File: src/rtl/game_pkg.sv
// Shared game constants (screen geometry, default hit window, spawn tuning)
// and small helpers used across the game pipeline.
package game_pkg;

    localparam int SCREEN_W     = 640;
    localparam int SCREEN_H     = 480;
    localparam int SCREEN_Y_MAX = SCREEN_H;

    localparam int          DEF_HIT_LO          = 440;
    localparam int          DEF_HIT_HI          = 479;
    localparam logic [15:0] DEF_SPAWN_THRESHOLD = 16'h8000;
    localparam int          DEF_MIN_GAP         = 32;

    localparam int SPEED_W = 20;
    localparam int RAND_W  = 16;

    // Result of the per-column hit search; idx covers up to 16 slots.
    typedef struct packed {
        logic       found;
        logic [3:0] idx;
    } hit_sel_t;

    function automatic int clog2(input int value);
        int r;
        r = 0;
        for (int i = 0; i < 31; i++) begin
            if ((32'sd1 <<< i) < value) begin
                r = i + 1;
            end
        end
        return r;
    endfunction

    function automatic logic [15:0] sat_add16(input logic [15:0] base, input logic [7:0] inc);
        logic [16:0] sum;
        sum = {1'b0, base} + {9'd0, inc};
        return sum[16] ? 16'hFFFF : sum[15:0];
    endfunction

endpackage

File: src/rtl/note_lane_manager_if.sv
// Control/status bundle between the game controller and the note lane manager.
interface note_lane_manager_if #(
    parameter int NUM_SLOTS = 8,
    parameter int NUM_COLS  = 4,
    parameter int Y_W       = 10,
    parameter int COL_W     = game_pkg::clog2(NUM_COLS)
);
    logic                       start_i;
    logic [19:0]                speed_i;
    logic [15:0]                rand_i;
    logic [NUM_COLS-1:0]        press_i;
    logic [NUM_SLOTS-1:0]       slot_active_o;
    logic [NUM_SLOTS*COL_W-1:0] slot_col_o;
    logic [NUM_SLOTS*Y_W-1:0]   slot_y_o;
    logic [NUM_COLS-1:0]        hit_pulse_o;
    logic                       miss_pulse_o;
    logic [15:0]                hit_count_o;
    logic [15:0]                miss_count_o;

    modport master (
        output start_i, speed_i, rand_i, press_i,
        input  slot_active_o, slot_col_o, slot_y_o, hit_pulse_o, miss_pulse_o,
               hit_count_o, miss_count_o
    );

    modport slave (
        input  start_i, speed_i, rand_i, press_i,
        output slot_active_o, slot_col_o, slot_y_o, hit_pulse_o, miss_pulse_o,
               hit_count_o, miss_count_o
    );
endinterface

File: src/rtl/note_tick_gen.sv
// Programmable tick generator: one tick every (period_i + 1) enabled cycles.
module note_tick_gen #(
    parameter int CNT_W = 20
) (
    input  logic             clk,
    input  logic             rst,
    input  logic             en_i,
    input  logic [CNT_W-1:0] period_i,
    output logic             tick_o
);
    logic [CNT_W-1:0] cnt_q;
    logic [CNT_W-1:0] cnt_d;

    // A counter already past a freshly lowered period ticks at once.
    assign tick_o = en_i && (cnt_q >= period_i);

    // Next counter value: wrap on tick, hold when disabled.
    always_comb begin
        cnt_d = cnt_q;
        if (tick_o) begin
            cnt_d = '0;
        end else if (en_i) begin
            cnt_d = cnt_q + {{(CNT_W-1){1'b0}}, 1'b1};
        end else begin
            cnt_d = cnt_q;
        end
    end

    // Counter register.
    always_ff @(posedge clk or posedge rst) begin
        if (rst) begin
            cnt_q <= '0;
        end else begin
            cnt_q <= cnt_d;
        end
    end
endmodule

File: src/rtl/note_lane_manager.sv
// Multi-slot falling-note tracker: spawns notes from a random source, advances
// them on a programmable tick and judges column presses against a hit window.
module note_lane_manager
    import game_pkg::*;
#(
    parameter int          NUM_SLOTS       = 8,
    parameter int          NUM_COLS        = 4,
    parameter int          Y_W             = 10,
    parameter int          Y_MAX           = SCREEN_Y_MAX,
    parameter int          HIT_LO          = DEF_HIT_LO,
    parameter int          HIT_HI          = DEF_HIT_HI,
    parameter int          STEP            = 1,
    parameter logic [15:0] SPAWN_THRESHOLD = DEF_SPAWN_THRESHOLD,
    parameter int          MIN_GAP         = DEF_MIN_GAP
) (
    input  logic               clk,
    input  logic               rst,
    note_lane_manager_if.slave bus
);
    localparam int COL_W = clog2(NUM_COLS);

    localparam logic [Y_W-1:0] HIT_LO_Y  = Y_W'(HIT_LO);
    localparam logic [Y_W-1:0] HIT_HI_Y  = Y_W'(HIT_HI);
    localparam logic [Y_W-1:0] STEP_Y    = Y_W'(STEP);
    localparam logic [Y_W:0]   STEP_X    = (Y_W+1)'(STEP);
    localparam logic [Y_W:0]   Y_MAX_X   = (Y_W+1)'(Y_MAX);
    localparam logic [15:0]    MIN_GAP_G = 16'(MIN_GAP);

    logic [NUM_SLOTS-1:0]            act_q, act_d;
    logic [NUM_SLOTS-1:0][COL_W-1:0] col_q, col_d;
    logic [NUM_SLOTS-1:0][Y_W-1:0]   y_q, y_d;
    logic [15:0]                     gap_q, gap_d;
    logic [NUM_COLS-1:0]             hit_pulse_q, hit_pulse_d;
    logic                            miss_pulse_q, miss_pulse_d;
    logic [15:0]                     hit_count_q, hit_count_d;
    logic [15:0]                     miss_count_q, miss_count_d;

    logic                 tick_s;
    hit_sel_t             sel_s;
    logic [NUM_SLOTS-1:0] hit_clr_s;
    logic [7:0]           hit_inc_s;
    logic [7:0]           press_miss_s;
    logic [7:0]           tick_miss_s;
    logic                 spawn_ok_s;
    logic                 placed_s;

    note_tick_gen #(.CNT_W(SPEED_W)) u_tick_gen (
        .clk      (clk),
        .rst      (rst),
        .en_i     (bus.start_i),
        .period_i (bus.speed_i),
        .tick_o   (tick_s)
    );

    // Candidate with the largest y wins; strict '>' keeps the lowest index on ties.
    function automatic hit_sel_t select_hit(
        input logic [NUM_SLOTS-1:0]            act,
        input logic [NUM_SLOTS-1:0][COL_W-1:0] col,
        input logic [NUM_SLOTS-1:0][Y_W-1:0]   y,
        input logic [COL_W-1:0]                lane
    );
        hit_sel_t       sel;
        logic [Y_W-1:0] best_y;
        sel    = '0;
        best_y = '0;
        for (int s = 0; s < NUM_SLOTS; s++) begin
            if (act[s] && (col[s] == lane) && (y[s] >= HIT_LO_Y) && (y[s] <= HIT_HI_Y)
                && (!sel.found || (y[s] > best_y))) begin
                sel.found = 1'b1;
                sel.idx   = 4'(s);
                best_y    = y[s];
            end
        end
        return sel;
    endfunction

    // Next state: hit judge, then tick advance/miss, then spawn into freed slots.
    always_comb begin
        act_d        = act_q;
        col_d        = col_q;
        y_d          = y_q;
        gap_d        = gap_q;
        hit_pulse_d  = '0;
        miss_pulse_d = 1'b0;
        hit_count_d  = hit_count_q;
        miss_count_d = miss_count_q;
        sel_s        = '0;
        hit_clr_s    = '0;
        hit_inc_s    = 8'd0;
        press_miss_s = 8'd0;
        tick_miss_s  = 8'd0;
        spawn_ok_s   = 1'b0;
        placed_s     = 1'b0;
        if (bus.start_i) begin
            for (int c = 0; c < NUM_COLS; c++) begin
                sel_s = select_hit(act_q, col_q, y_q, COL_W'(c));
                if (bus.press_i[c] && sel_s.found) begin
                    hit_pulse_d[c] = 1'b1;
                    hit_inc_s      = hit_inc_s + 8'd1;
                    for (int s = 0; s < NUM_SLOTS; s++) begin
                        hit_clr_s[s] = hit_clr_s[s] | (sel_s.idx == 4'(s));
                    end
                end else if (bus.press_i[c]) begin
                    press_miss_s = press_miss_s + 8'd1;
                end else begin
                    hit_pulse_d[c] = 1'b0;
                end
            end
            for (int s = 0; s < NUM_SLOTS; s++) begin
                act_d[s] = act_q[s] & ~hit_clr_s[s];
                col_d[s] = hit_clr_s[s] ? '0 : col_q[s];
                y_d[s]   = hit_clr_s[s] ? '0 : y_q[s];
            end
            if (tick_s) begin
                // Sum at Y_W+1 bits so a note near the top of the range cannot wrap.
                for (int s = 0; s < NUM_SLOTS; s++) begin
                    if (act_d[s] && (({1'b0, y_q[s]} + STEP_X) >= Y_MAX_X)) begin
                        act_d[s]    = 1'b0;
                        col_d[s]    = '0;
                        y_d[s]      = '0;
                        tick_miss_s = tick_miss_s + 8'd1;
                    end else if (act_d[s]) begin
                        y_d[s] = y_q[s] + STEP_Y;
                    end else begin
                        act_d[s] = 1'b0;
                    end
                end
                miss_pulse_d = (tick_miss_s != 8'd0);
                spawn_ok_s   = (bus.rand_i > SPAWN_THRESHOLD) && (gap_q >= MIN_GAP_G);
                for (int s = 0; s < NUM_SLOTS; s++) begin
                    if (spawn_ok_s && !placed_s && !act_d[s]) begin
                        act_d[s] = 1'b1;
                        col_d[s] = bus.rand_i[COL_W-1:0];
                        y_d[s]   = '0;
                        placed_s = 1'b1;
                    end else begin
                        placed_s = placed_s;
                    end
                end
                if (placed_s) begin
                    gap_d = 16'd0;
                end else if (gap_q >= MIN_GAP_G) begin
                    gap_d = MIN_GAP_G;
                end else begin
                    gap_d = gap_q + 16'd1;
                end
            end else begin
                gap_d = gap_q;
            end
            hit_count_d  = sat_add16(hit_count_q, hit_inc_s);
            miss_count_d = sat_add16(miss_count_q, press_miss_s + tick_miss_s);
        end else begin
            hit_pulse_d = '0;
        end
    end

    // State and output registers; reset leaves the first spawn unblocked.
    always_ff @(posedge clk or posedge rst) begin
        if (rst) begin
            act_q        <= '0;
            col_q        <= '0;
            y_q          <= '0;
            gap_q        <= MIN_GAP_G;
            hit_pulse_q  <= '0;
            miss_pulse_q <= 1'b0;
            hit_count_q  <= 16'd0;
            miss_count_q <= 16'd0;
        end else begin
            act_q        <= act_d;
            col_q        <= col_d;
            y_q          <= y_d;
            gap_q        <= gap_d;
            hit_pulse_q  <= hit_pulse_d;
            miss_pulse_q <= miss_pulse_d;
            hit_count_q  <= hit_count_d;
            miss_count_q <= miss_count_d;
        end
    end

    assign bus.slot_active_o = act_q;
    assign bus.slot_col_o    = col_q;
    assign bus.slot_y_o      = y_q;
    assign bus.hit_pulse_o   = hit_pulse_q;
    assign bus.miss_pulse_o  = miss_pulse_q;
    assign bus.hit_count_o   = hit_count_q;
    assign bus.miss_count_o  = miss_count_q;
endmodule

File: src/flat_wrapper.sv
// flat-port wrapper written by rule: the top's interface ports become plain ports
module note_lane_manager_flat import game_pkg::*;
#(
    parameter int          NUM_SLOTS       = 8,
    parameter int          NUM_COLS        = 4,
    parameter int          Y_W             = 10,
    parameter int          Y_MAX           = SCREEN_Y_MAX,
    parameter int          HIT_LO          = DEF_HIT_LO,
    parameter int          HIT_HI          = DEF_HIT_HI,
    parameter int          STEP            = 1,
    parameter logic [15:0] SPAWN_THRESHOLD = DEF_SPAWN_THRESHOLD,
    parameter int          MIN_GAP         = DEF_MIN_GAP
)
  (clk, rst, bus_start_i, bus_speed_i, bus_rand_i, bus_press_i, bus_slot_active_o, bus_slot_col_o, bus_slot_y_o, bus_hit_pulse_o, bus_miss_pulse_o, bus_hit_count_o, bus_miss_count_o);
  note_lane_manager_if #(.NUM_SLOTS(NUM_SLOTS), .NUM_COLS(NUM_COLS), .Y_W(Y_W)) bus_i ();
  input  logic clk;
  input  logic rst;
  input wire logic [$bits(bus_i.start_i)-1:0] bus_start_i;
  input wire logic [$bits(bus_i.speed_i)-1:0] bus_speed_i;
  input wire logic [$bits(bus_i.rand_i)-1:0] bus_rand_i;
  input wire logic [$bits(bus_i.press_i)-1:0] bus_press_i;
  output wire logic [$bits(bus_i.slot_active_o)-1:0] bus_slot_active_o;
  output wire logic [$bits(bus_i.slot_col_o)-1:0] bus_slot_col_o;
  output wire logic [$bits(bus_i.slot_y_o)-1:0] bus_slot_y_o;
  output wire logic [$bits(bus_i.hit_pulse_o)-1:0] bus_hit_pulse_o;
  output wire logic [$bits(bus_i.miss_pulse_o)-1:0] bus_miss_pulse_o;
  output wire logic [$bits(bus_i.hit_count_o)-1:0] bus_hit_count_o;
  output wire logic [$bits(bus_i.miss_count_o)-1:0] bus_miss_count_o;
  assign bus_i.start_i = bus_start_i;
  assign bus_i.speed_i = bus_speed_i;
  assign bus_i.rand_i = bus_rand_i;
  assign bus_i.press_i = bus_press_i;
  assign bus_slot_active_o = bus_i.slot_active_o;
  assign bus_slot_col_o = bus_i.slot_col_o;
  assign bus_slot_y_o = bus_i.slot_y_o;
  assign bus_hit_pulse_o = bus_i.hit_pulse_o;
  assign bus_miss_pulse_o = bus_i.miss_pulse_o;
  assign bus_hit_count_o = bus_i.hit_count_o;
  assign bus_miss_count_o = bus_i.miss_count_o;
  note_lane_manager #(.NUM_SLOTS(NUM_SLOTS), .NUM_COLS(NUM_COLS), .Y_W(Y_W), .Y_MAX(Y_MAX), .HIT_LO(HIT_LO), .HIT_HI(HIT_HI), .STEP(STEP), .SPAWN_THRESHOLD(SPAWN_THRESHOLD), .MIN_GAP(MIN_GAP)) u_core (.clk(clk), .rst(rst), .bus(bus_i));
endmodule
File: config.mk
export PLATFORM = sky130hd
export DESIGN_NAME = note_lane_manager_flat
export DESIGN_NICKNAME = d
export VERILOG_FILES = /design/src/rtl/game_pkg.sv /design/src/rtl/note_lane_manager_if.sv /design/src/rtl/note_tick_gen.sv /design/src/rtl/note_lane_manager.sv /design/src/flat_wrapper.sv
export SDC_FILE = /design/constraint.sdc
export NUM_CORES = 1
export LEC_CHECK = 0
export CAP_MARGIN = 30
export CORE_MARGIN = 1.5
export CORE_UTILIZATION = 36
export DETAILED_ROUTE_END_ITERATION = 6
export PLACE_DENSITY_LB_ADDON = 0.2
export SKIP_LAST_GASP = 1
export SLEW_MARGIN = 10
export SYNTH_ARGS = -nofsm -noshare
export SYNTH_HDL_FRONTEND = slang
export SYNTH_SLANG_ARGS = --single-unit
File: constraint.sdc
create_clock -name clk -period 47.5 [get_ports clk]
set_input_delay 14.25 -clock clk [delete_from_list [all_inputs] [get_ports clk]]
set_output_delay 14.25 -clock clk [all_outputs]
set_load 0.02 [all_outputs]
==> key figures <==
Finish
  • # diodes: 0
  • Commonest non-fill, non-tap cell in the layout: ha_1
  • Post-Route Utilization: 42.16%
  • Area Growth Syn to Fin: 15.95%
  • Most frequent cells in the layout: ha_1, nand2_1, nor2_1
  • Fillers: 5955
  • Share of cells above drive strength 1: 6.743%
  • Final #Nets: 3333

Power and ir drop
  • Max VDD drop: 0.00003016 V
  • Combinational share of power: 22.6%
  • Internal Power: 0.2788 mW
  • Net Switching: 0.1479 mW
  • Pwr/cell area: 16.80 mW/mm^2
  • Clock power share: 35.9%
  • LEAKAGE: 11.22 nW
  • Seq pwr share: 41.5%
  • Total design power: 0.4267 mW
  • Switching share of power: 34.66%

Floorplanning
  • IO Count: 184
  • Initial Util: 36.36%
  • Die H: 249.7 um
  • Die ar.: 0.06233 sq mm
  • Std-Cell Rows: 90
  • Die Width: 249.7 um
  • Core box area: 0.06025 sq mm

Global route
  • GR Util All Layers: 27.23%
  • Initial antenna violation count: 0
  • Largest net degree at the start of global routing: 102
  • Vias in the first global route: 21880
  • Total gr overflow: 0
  • Global-route wire length before repair: 131700 um

Synth
  • #FFs+latches synth: 177
  • Syn avg cell area: 7.933 sq um
  • Mapped cell area: 0.02190 sq mm
  • Yosys top cell area share: 20.11%
  • Post-synth top area cell: dfrtp_1
  • Number of synthesized flops with an enable pin: 0
  • Seq/Total Area, Yosys: 20.23%
  • Syn. warnings: 0
  • Synth async-reset ratio: 100.0%
  • Post-synth cell types: 106
  • Post-synthesis cell count: 2761
  • Top cells by area, synth: dfrtp_1, ha_1, nand2_1
  • Dominant synthesized flop cell: dfrtp_1

Worst setup path
  • Crit-path max FO: 15
  • Critical path type: flip-flop to flip-flop
  • Start point of the critical path: u_core.bus.slot_y_o[5]
  • Reg2reg start: u_core.bus.slot_y_o[5]
  • Slowest cell delay on critical path: 0.84 ns
  • Reg2reg path depth: 96
  • Most frequent CP cell: ha_1
  • Flop2flop setup slack: 22.86 ns
  • Crit path launch type: flip-flop
  • Slowest library cell on the worst path: nor2b_1
  • Critical Path RT: 47.96 ns
  • Crit Reg-Reg Endpoint: u_core.bus.miss_count_o[6]
  • CP endpoint kind: flip-flop
  • Worst EP arrival: 25.09 ns

Clock tree
  • TritonCTS clock tree: yes
  • # hold bufs at CTS: 0
  • Clk Latency, worst-skew pair: 0.52 ns
  • Setup bufs post-CTS: 0
  • Clock Tree Root: clkbuf_16
  • Num Clock Sinks: 177
  • Max clock buf depth: 2
  • H-tree levels: 4
  • Clk slew on worst S/H paths: 0.09 ns
  • Post_cts resized: 0
  • CTS buffer count: 17

Worst hold path
  • Hold WC Path Type: flip-flop to flip-flop
  • Min-Delay Startpoint: u_core.gap_q[4]
  • WHS Path Cells: 1
  • Min-Delay Endpoint: u_core.gap_q[4]

Timing
  • Least-Margin Pin Slew: 1.009 ns
  • Slew HR: 32.59%
  • Final setup fails: 0
  • Final count of pins violating max slew: 0
  • Hold Vio Cnt, Final: 0
  • Final period utilization: 51.86%
  • Minimum clock period: 24.64 ns
  • Achievable Freq: 40.59 MHz
  • RSZ-0062 raised after global routing: false
  • Fin Setup TNS: 0 ns
  • Worst Skew: 0.02215 ns

Drt
  • Total wire length: 84660 um
  • DR pass1 iterations: 6
  • DR WL/cell: 22.68 um
  • Remaining DRCs: 0
  • Via/cell ratio: 5.960
  • Via count: 22250
  • Routed Antenna Nets: 0
  • Initial drt markers: 1767

Run
  • Max-Cap Viols: 0

Placed design
  • HPWL Detailed: 66170 um
  • Final RePlAce weighted congestion: 0.9694
  • Port buffer count: 183

Outcome
  • Result of the run: complete, no violations
worst max path at each step:
stage	end	slack (ns)	depth (start not counted)
after CTS	u_core.bus.miss_count_o[5]	22.72	95
after global placement	u_core.bus.miss_count_o[4]	22.87	95
final	u_core.bus.miss_count_o[6]	22.86	96
after detailed placement	u_core.bus.miss_count_o[5]	22.72	95
after floorplan	u_core.bus.miss_count_o[3]	25.74	42
after global routing	u_core.bus.miss_count_o[4]	21.05	96
cells in the mapped netlist (all sizes together) (18+ instances only):
cell type,n
o21ai,182
a21oi,201
nor3,63
dfrtp,176
nand2b,37
o31ai,26
and3,42
and2,36
nand3,89
ha,349
nand2,282
a211oi,33
xor2,18
inv,193
mux2i,27
xnor2,55
nor4,34
buf,27
nor2b,30
nor2,230
a2111oi,21
a31oi,25
clkbuf,69
a21o,72
nand4,82
mux2,52
o21a,22
flip-flops by register name, indices dropped and copies added, names as in the netlist:
register and count:
u_core.gap_q 16, u_core.u_tick_gen.cnt_q 20, u_core.bus.miss_count_o 16, u_core.bus.slot_col_o 16, u_core.bus.hit_count_o 16, u_core.bus.hit_pulse_o 4
u_core.bus.slot_y_o 80, u_core.bus.slot_active_o 8, u_core.bus.miss_pulse_o 1
layer usage:
layer	GRT usage, %	wire length [um]	vias up
li1	-	-	10520
met1	35.69	36770	10770
met2	45.06	39580	798
met3	3.963	5349	154
met4	10.37	2964	0
met5	0	0	-
power by group through the flow:
| stage | combinational [mW] | sequential (mW) | clock (mW) |
|---|---|---|---|
| after CTS | 0.0969 | 0.177 | 0.156 |
| after floorplan | 0.0503 | 0.186 | 0 |
| final | 0.0965 | 0.177 | 0.153 |
| after global routing | 0.108 | 0.179 | 0.161 |
| after global placement | 0.0947 | 0.180 | 0 |
| after detailed placement | 0.0963 | 0.179 | 0 |
layout make-up:
type                    count  area, sq um  area share, %
clock buffers              17        425.4          1.675
clock inverters            15        185.2         0.7291
inverters                 193        732.0          2.882
multi-input cells        2324        16490          64.92
flip-flops and latches    177         4431          17.45
well taps                 782        978.4          3.853
repair buffers            225         2157          8.493
stage by stage:
stage | instance area (sq um) | cells | hold slack [ns] | setup WS, ns
after CTS | 25350 | 3727 | 0.4962 | 22.72
after global routing | 25400 | 3733 | 0.5103 | 21.05
after detailed placement | 24740 | 3695 | 0.4719 | 22.72
after floorplan | 22010 | 2790 | 0.4450 | 25.74
after global placement | 24710 | 3693 | 0.4685 | 22.87
final | 25400 | 3733 | 0.4898 | 22.86
critical path, delay by kind of cell, from the launching register on:
kind                       cells  cell delay, ns
AOI/OAI and AO/OA             39           10.16
xor gates and xnor gates       1            0.10
adders and majority gates     14            4.14
buffers and inverters         10            1.06
DFF                            1            0.59
muxes                          6            2.27
and+or+nand+nor               26            6.19
cell families (layout without fill, tap and decap cells):
logic type      after synthesis  count (layout)  synth area share, %
mux                          79              79                3.907
xor+xnor                     73              73                3.039
fa+ha+maj                   352             352                20.21
flops                       177             177                20.23
other cells                   2              31              0.03429
simple gates               1036            1036                24.57
buf+inv                     289             450                5.095
compound gates              753             753                22.92
Note: power is estimated with default switching activity, not from simulation.
